--- src/rtl/pool2_pkg.sv ---
// Shared constants, address-field widths and FSM state type for the pool-2 max-pool stage.
package pool2_pkg;

  localparam int unsigned DATA_W    = 16;
  localparam int unsigned IMG_W     = 8;
  localparam int unsigned POOL_W    = IMG_W / 2;
  localparam int unsigned CHANNELS  = 3;

  localparam int unsigned CH_W      = 2;
  localparam int unsigned ROW_W     = 3;
  localparam int unsigned PROW_W    = 2;
  localparam int unsigned RD_ADDR_W = CH_W + 2 * ROW_W;
  localparam int unsigned WR_ADDR_W = CH_W + 2 * PROW_W;

  typedef enum logic [2:0] {
    IDLE = 3'd0,
    R0   = 3'd1,
    R1   = 3'd2,
    R2   = 3'd3,
    R3   = 3'd4,
    WR   = 3'd5,
    FIN  = 3'd6
  } state_t;

endpackage

--- src/rtl/pool2_maxpool_addr_gen.sv ---
// Window counters (channel, pooled row, pooled column) and conv2/pool-2 address composition.
// rd_addr_c uses the post-advance window while advancing, so the caller can register the
// first read address of the next window in the same cycle the counters step.
module pool2_addr_gen #(
  parameter int unsigned CHANNELS  = pool2_pkg::CHANNELS,
  parameter int unsigned POOL_EDGE = pool2_pkg::POOL_W
) (
  input  logic                             clk,
  input  logic                             reset,
  input  logic                             advance,
  input  logic                             rd_dr,
  input  logic                             rd_dc,
  output logic [pool2_pkg::RD_ADDR_W-1:0]  rd_addr_c,
  output logic [pool2_pkg::WR_ADDR_W-1:0]  wr_addr_c,
  output logic                             last_window_c
);
  import pool2_pkg::*;

  localparam logic [PROW_W-1:0] PMAX = PROW_W'(POOL_EDGE - 1);
  localparam logic [CH_W-1:0]   CMAX = CH_W'(CHANNELS - 1);

  logic [CH_W-1:0]   r_ch;
  logic [PROW_W-1:0] r_prow;
  logic [PROW_W-1:0] r_pcol;
  logic [CH_W-1:0]   w_ch_nxt;
  logic [PROW_W-1:0] w_prow_nxt;
  logic [PROW_W-1:0] w_pcol_nxt;
  logic [CH_W-1:0]   w_ch_la;
  logic [PROW_W-1:0] w_prow_la;
  logic [PROW_W-1:0] w_pcol_la;

  // Next window: pcol inner, prow middle, channel outer; channel wraps after the last map.
  always_comb begin
    w_pcol_nxt = r_pcol + PROW_W'(1);
    w_prow_nxt = r_prow;
    w_ch_nxt   = r_ch;
    if (r_pcol == PMAX) begin
      w_pcol_nxt = '0;
      w_prow_nxt = r_prow + PROW_W'(1);
      if (r_prow == PMAX) begin
        w_prow_nxt = '0;
        w_ch_nxt   = (r_ch == CMAX) ? '0 : r_ch + CH_W'(1);
      end
    end
  end

  // Address composition; row = {prow, dr} and col = {pcol, dc} since r = 2*prow, c = 2*pcol.
  always_comb begin
    w_ch_la       = advance ? w_ch_nxt   : r_ch;
    w_prow_la     = advance ? w_prow_nxt : r_prow;
    w_pcol_la     = advance ? w_pcol_nxt : r_pcol;
    rd_addr_c     = {w_ch_la, w_prow_la, rd_dr, w_pcol_la, rd_dc};
    wr_addr_c     = {r_ch, r_prow, r_pcol};
    last_window_c = (r_ch == CMAX) && (r_prow == PMAX) && (r_pcol == PMAX);
  end

  // Window counter registers.
  always_ff @(posedge clk or posedge reset) begin
    if (reset) begin
      r_ch   <= '0;
      r_prow <= '0;
      r_pcol <= '0;
    end else if (advance) begin
      r_ch   <= w_ch_nxt;
      r_prow <= w_prow_nxt;
      r_pcol <= w_pcol_nxt;
    end
  end

endmodule

--- src/rtl/pool2_maxpool.sv ---
// Pool-2 stage: 2x2 non-overlapping max pooling of the conv2 maps into the pool-2 memory.
// Optional build macro POOL2_RELU_EN: clamps negative window maxima to zero (fused ReLU).
// wr_data is combinational in WR because the last window sample arrives that cycle.
module pool2_maxpool #(
  parameter int unsigned DATA_W   = pool2_pkg::DATA_W,
  parameter int unsigned CHANNELS = pool2_pkg::CHANNELS,
  parameter int unsigned IMG_W    = pool2_pkg::IMG_W
) (
  input  logic                             clk,
  input  logic                             reset,
  input  logic                             start,
  output logic [pool2_pkg::RD_ADDR_W-1:0]  rd_addr,
  input  logic [DATA_W-1:0]                rd_data,
  output logic [pool2_pkg::WR_ADDR_W-1:0]  wr_addr,
  output logic [DATA_W-1:0]                wr_data,
  output logic                             wr_en,
  output logic                             busy,
  output logic                             done
);
  import pool2_pkg::*;

  state_t                    r_state;
  state_t                    w_next;
  logic signed [DATA_W-1:0]  r_max;
  logic signed [DATA_W-1:0]  w_max_next;
  logic signed [DATA_W-1:0]  w_rd;
  logic signed [DATA_W-1:0]  w_win_max;
  logic signed [DATA_W-1:0]  w_result;
  logic                      w_advance;
  logic                      w_last;
  logic                      w_dr;
  logic                      w_dc;
  logic                      w_rd_load;
  logic [RD_ADDR_W-1:0]      w_rd_addr;
  logic [WR_ADDR_W-1:0]      w_wr_addr;
  logic                      w_wr_en_next;
  logic                      w_busy_next;
  logic                      w_done_next;

  pool2_addr_gen #(
    .CHANNELS  (CHANNELS),
    .POOL_EDGE (IMG_W / 2)
  ) u_addr_gen (
    .clk           (clk),
    .reset         (reset),
    .advance       (w_advance),
    .rd_dr         (w_dr),
    .rd_dc         (w_dc),
    .rd_addr_c     (w_rd_addr),
    .wr_addr_c     (w_wr_addr),
    .last_window_c (w_last)
  );

  assign w_rd = $signed(rd_data);

  // Next state, read offsets for the state being entered, and next registered outputs.
  always_comb begin
    w_next     = r_state;
    w_advance  = 1'b0;
    w_dr       = 1'b0;
    w_dc       = 1'b0;
    w_rd_load  = 1'b0;
    case (r_state)
      IDLE:    if (start) w_next = R0;
      R0:      w_next = R1;
      R1:      w_next = R2;
      R2:      w_next = R3;
      R3:      w_next = WR;
      WR: begin
        w_advance = 1'b1;
        w_next    = w_last ? FIN : R0;
      end
      FIN:     w_next = IDLE;
      default: w_next = IDLE;
    endcase
    case (w_next)
      R0:      w_rd_load = 1'b1;
      R1: begin w_rd_load = 1'b1; w_dc = 1'b1; end
      R2: begin w_rd_load = 1'b1; w_dr = 1'b1; end
      R3: begin w_rd_load = 1'b1; w_dr = 1'b1; w_dc = 1'b1; end
      default: w_rd_load = 1'b0;
    endcase
    w_busy_next  = (w_next == R0) || (w_next == R1) || (w_next == R2) ||
                   (w_next == R3) || (w_next == WR);
    w_wr_en_next = (w_next == WR);
    w_done_next  = (w_next == FIN) || (done && (w_next == IDLE));
  end

  // Running maximum over the samples returned in R1..R3.
  always_comb begin
    w_max_next = r_max;
    case (r_state)
      R1:      w_max_next = w_rd;
      R2, R3:  w_max_next = (w_rd > r_max) ? w_rd : r_max;
      default: w_max_next = r_max;
    endcase
  end

  // Window result from the running max and the final sample, driven only in WR.
  always_comb begin
    w_win_max = (w_rd > r_max) ? w_rd : r_max;
`ifdef POOL2_RELU_EN
    w_result  = w_win_max[DATA_W-1] ? '0 : w_win_max;
`else
    w_result  = w_win_max;
`endif
    wr_data   = (r_state == WR) ? w_result : '0;
  end

  // FSM state register.
  always_ff @(posedge clk or posedge reset) begin
    if (reset) r_state <= IDLE;
    else       r_state <= w_next;
  end

  // Registered datapath and outputs.
  always_ff @(posedge clk or posedge reset) begin
    if (reset) begin
      r_max   <= '0;
      rd_addr <= '0;
      wr_addr <= '0;
      wr_en   <= 1'b0;
      busy    <= 1'b0;
      done    <= 1'b0;
    end else begin
      r_max   <= w_max_next;
      if (w_rd_load)      rd_addr <= w_rd_addr;
      if (w_next == WR)   wr_addr <= w_wr_addr;
      wr_en   <= w_wr_en_next;
      busy    <= w_busy_next;
      done    <= w_done_next;
    end
  end

endmodule
--- config.mk ---
export PLATFORM = sky130hd
export DESIGN_NAME = pool2_maxpool
export DESIGN_NICKNAME = d
export VERILOG_FILES = /design/src/rtl/pool2_pkg.sv /design/src/rtl/pool2_maxpool_addr_gen.sv /design/src/rtl/pool2_maxpool.sv
export SDC_FILE = /design/constraint.sdc
export NUM_CORES = 1
export LEC_CHECK = 0
export CAP_MARGIN = 40
export CORE_UTILIZATION = 50
export DETAILED_ROUTE_END_ITERATION = 10
export GPL_TIMING_DRIVEN = 1
export PLACE_DENSITY = 0.84
export SYNTH_ARGS = -nofsm -noshare
export SYNTH_HDL_FRONTEND = slang
export SYNTH_HIERARCHICAL = 1
export SYNTH_SLANG_ARGS = --single-unit
--- constraint.sdc ---
create_clock -name clk -period 7.4 [get_ports clk]
set_clock_uncertainty 0.15 [all_clocks]
set_input_delay 1.85 -clock clk [delete_from_list [all_inputs] [get_ports clk]]
set_output_delay 1.85 -clock clk [all_outputs]
set_load 0.1 [all_outputs]
==> out/results.tsv <==
stage	metric	value	unit
global_routing	track_usage	27.8	%
critical_path	cp-end-kind	output port	
logic_synthesis	syn-num-nets	342	
logic_synthesis	synth_edf_count	0	
critical_path	arrival	4.74	ns
clock_tree	hold_buffers	0	
global_routing	grt_max_degree	34	
pwr	combinationalPowerShare	65.7	%
pwr	power_frac_clock	9.8	%
detailed_routing	dr.pass1.iters	7	
layout	fin_area	3700	sq um
pwr	peakVddDrop	0.380	mV
clock_tree	cts.sinks	42	
detailed_routing	viasPerCell	6.36	
detailed_routing	drt-total-wl	8010	um
place	dp_hpwl	5410	um
logic_synthesis	ys_seq_area_share	36.3	%
hold_path	hold_depth	1	
clock_tree	clockRootBuffer	clkbuf_8	
clock_tree	cts.repair.resized	0	
clock_tree	tritoncts	built	
timing	finalSetupViolCount	0	
logic_synthesis	synth.largest_area_cell	dfrtp_1	
timing	tightest_slew	0.879	ns
detailed_routing	vias	2735	
critical_path	start_kind	primary input	
clock_tree	worstSkewPairLatency	0.31	ns
global_routing	gr-total-overflow	0	
pwr	p_per_area	445	nW/um^2
logic_synthesis	synth_seq_cells	42	
timing	drv_slew	0	
pwr	p_leak	1.66	nW
floorplanning	start_util	52.2	%
global_routing	antenna_found_initial	0	
logic_synthesis	synthesis.area	2890	sq um
run_status	status	finished clean	
job	cap_violations	0	
global_routing	first_global_vias	2774	
floorplanning	rows	27	
logic_synthesis	synth_area_leaders	dfrtp_1 36%, ha_1 7.8%, mux2_2 7.4%, nand4_1 7.1%, o211ai_2 4.3%	
floorplanning	die_area	6090	sq um
hold_path	holdCritStartpoint	wr_addr[2]$_DFFE_PP0P_	
pwr	p_int	0.766	mW
critical_path	r2r_cells	8	
detailed_routing	drt_iter0_markers	348	
logic_synthesis	syn_avg_cell_area	9.48	sq um
layout	drive_above_1_share	23.7	%
critical_path	crit_type	primary input to output port	
critical_path	r2r_setup_slack	4.32	ns
timing	fin_crit	6.74	ns
place	placedCellCount	422	
logic_synthesis	ys_warn_count	6	
logic_synthesis	synthCells	305	
pwr	p_switching	0.881	mW
logic_synthesis	yosys.cell_types.count	44	
hold_path	holdPathEnd	wr_addr[2]$_DFFE_PP0P_	
clock_tree	clock_path_buffers	2	
critical_path	reg2reg_from	r_max[15]$_DFFE_PP0P_	
place	routabilityCongestion	0.902	
timing	rsz0062_at_grt	false	
floorplanning	ios	52	
layout	area_delta_synth_final	28.0	%
timing	fin_crit_sh	91.1	%
clock_tree	path_clk_slew	0.09	ns
detailed_routing	final_antenna_net_count	0	
pwr	p_seq_share	24.5	%
critical_path	critical_path.max_fanout	33	
clock_tree	cts_max_level	2	
hold_path	hold_class	flip-flop to flip-flop	
detailed_routing	wl_per_cell	18.6	um
timing	max_clock_freq	148	MHz
timing	final.setup.tns	0	ns
clock_tree	post_cts_buffers	0	
critical_path	crit_required	5.40	ns
layout	diodes	0	
floorplanning	core	5540	sq um
logic_synthesis	synthFlopType	dfrtp_1	
layout	fin_nets	394	
clock_tree	cts_made_buffers	5	
timing	slew_headroom	41.4	%
floorplanning	die_w	78.1	um
critical_path	r2r-end	r_max[2]$_DFFE_PP0P_	
floorplanning	die_y	78.1	um
logic_synthesis	ys_async_sr_fraction	100	%
place	place_area	3610	sq um
timing	finalHoldViolCount	0	
global_routing	grt_pass1_wl	13400	um
place	io_buffers	51	
layout	fin_cells	430	
detailed_routing	drc	0	
logic_synthesis	netlist.area_leader.share	36.3	%
pwr	netSwitchingFraction	53.5	%
## layer usage
metal  track usage, %  up-vias  wire length, um
li1                 -     1252                -
met1             33.0     1345             3220
met5                0        -                0
met2             48.0      125             4170
met3             6.63       13              486
met4             12.0        0              128
## cell usage after synthesis (2+ instances only)
cell type  number
dfrtp_1        42
nand4_1        33
inv_1          23
a21oi_1        22
mux2_2         19
ha_1           18
nand3_1        18
o21ai_0        18
o31ai_1        16
clkbuf_1       14
o211ai_2       10
a21o_1          7
buf_2           7
nand2_1         6
nor2_1          6
o211ai_1        6
and2_1          4
nor2b_1         4
and4_1          3
a22o_1          2
buf_1           2
buf_4           2
buf_6           2
## cell type report
type	instances	area, sq um
clock buffer	5	68.8
clock inverter	3	23.8
fill	426	1840
inverter	23	86.3
multi-input combinational	213	1630
sequential	42	1050
tap	72	90.1
timing repair buffer	72	756
## flip-flops by register name (all words and copies together) (netlist names)
name               count
rd_addr                8
wr_en                  1
busy                   1
r_max                 16
r_state                3
u_addr_gen/r_pcol      2
wr_addr                6
u_addr_gen/r_prow      2
u_addr_gen/r_ch        2
done                   1
## power by group through the flow
stage | clock network [mW] | registers, mW | logic (mW)
6_report | 0.162 | 0.403 | 1.08
5_1_grt | 0.171 | 0.417 | 1.16
4_1_cts | 0.164 | 0.401 | 1.08
3_5_place_dp | 0 | 0.404 | 1.07
3_3_place_gp | 0 | 0.399 | 0.952
2_1_floorplan | 0 | 0.553 | 0.630
## logic make-up after synthesis
logic type | after synthesis | synth area share [%]
AO/OA/AOI/OAI | 91 | 23.3
adder cells (fa/ha/maj) | 18 | 7.79
AND/OR/NAND/NOR | 83 | 17.0
buffers and inverters | 50 | 7.57
multiplexers | 19 | 7.40
XOR/XNOR | 2 | 0.606
flip-flops | 42 | 36.3
## critical path, cell delays in order
cell	delay, ns
clkdlybuf4s50_1	0.49
ha_1	0.41
and4_4	0.28
a41oi_4	0.16
a32oi_2	0.29
o21a_2	0.59
nand3_1	0.15
a21oi_1	0.17
buf_4	0.33
## stage by stage
step / util (%) / hold WS (ns) / worst slack, ns / total power [mW]
global route: 66.8 / 0.390 / 0.499 / 1.74
global placement: 60.6 / 0.343 / 0.796 / 1.35
CTS: 66.8 / 0.374 / 0.720 / 1.64
floorplan: - / 0.325 / 0.569 / 1.18
detailed placement: 65.2 / 0.348 / 0.746 / 1.48
finish: 66.8 / 0.373 / 0.661 / 1.65
## layout by cell type, fill, tap and decap left out, types with 5 or more instances in the layout
cell             count
dfrtp_1             42
clkdlybuf4s50_1     35
nand4_1             33
inv_1               23
a21oi_1             22
buf_4               20
mux2_2              19
o21ai_0             18
nand3_1             18
ha_1                18
buf_8               17
o31ai_1             16
o211ai_2            10
a21o_1               7
nor2_1               6
nand2_1              6
o211ai_1             6
clkbuf_8             5
## worst max path at each step
stage	end	start	slack, ns
after floorplan	wr_data[10]	rd_data[15]	0.57
after global placement	wr_data[12]	rd_data[15]	0.80
after detailed placement	wr_data[14]	rd_data[15]	0.75
after CTS	wr_data[14]	rd_data[15]	0.72
after global routing	wr_data[11]	rd_data[15]	0.50
final	wr_data[14]	rd_data[15]	0.66
(Power assumes the default switching activity.)
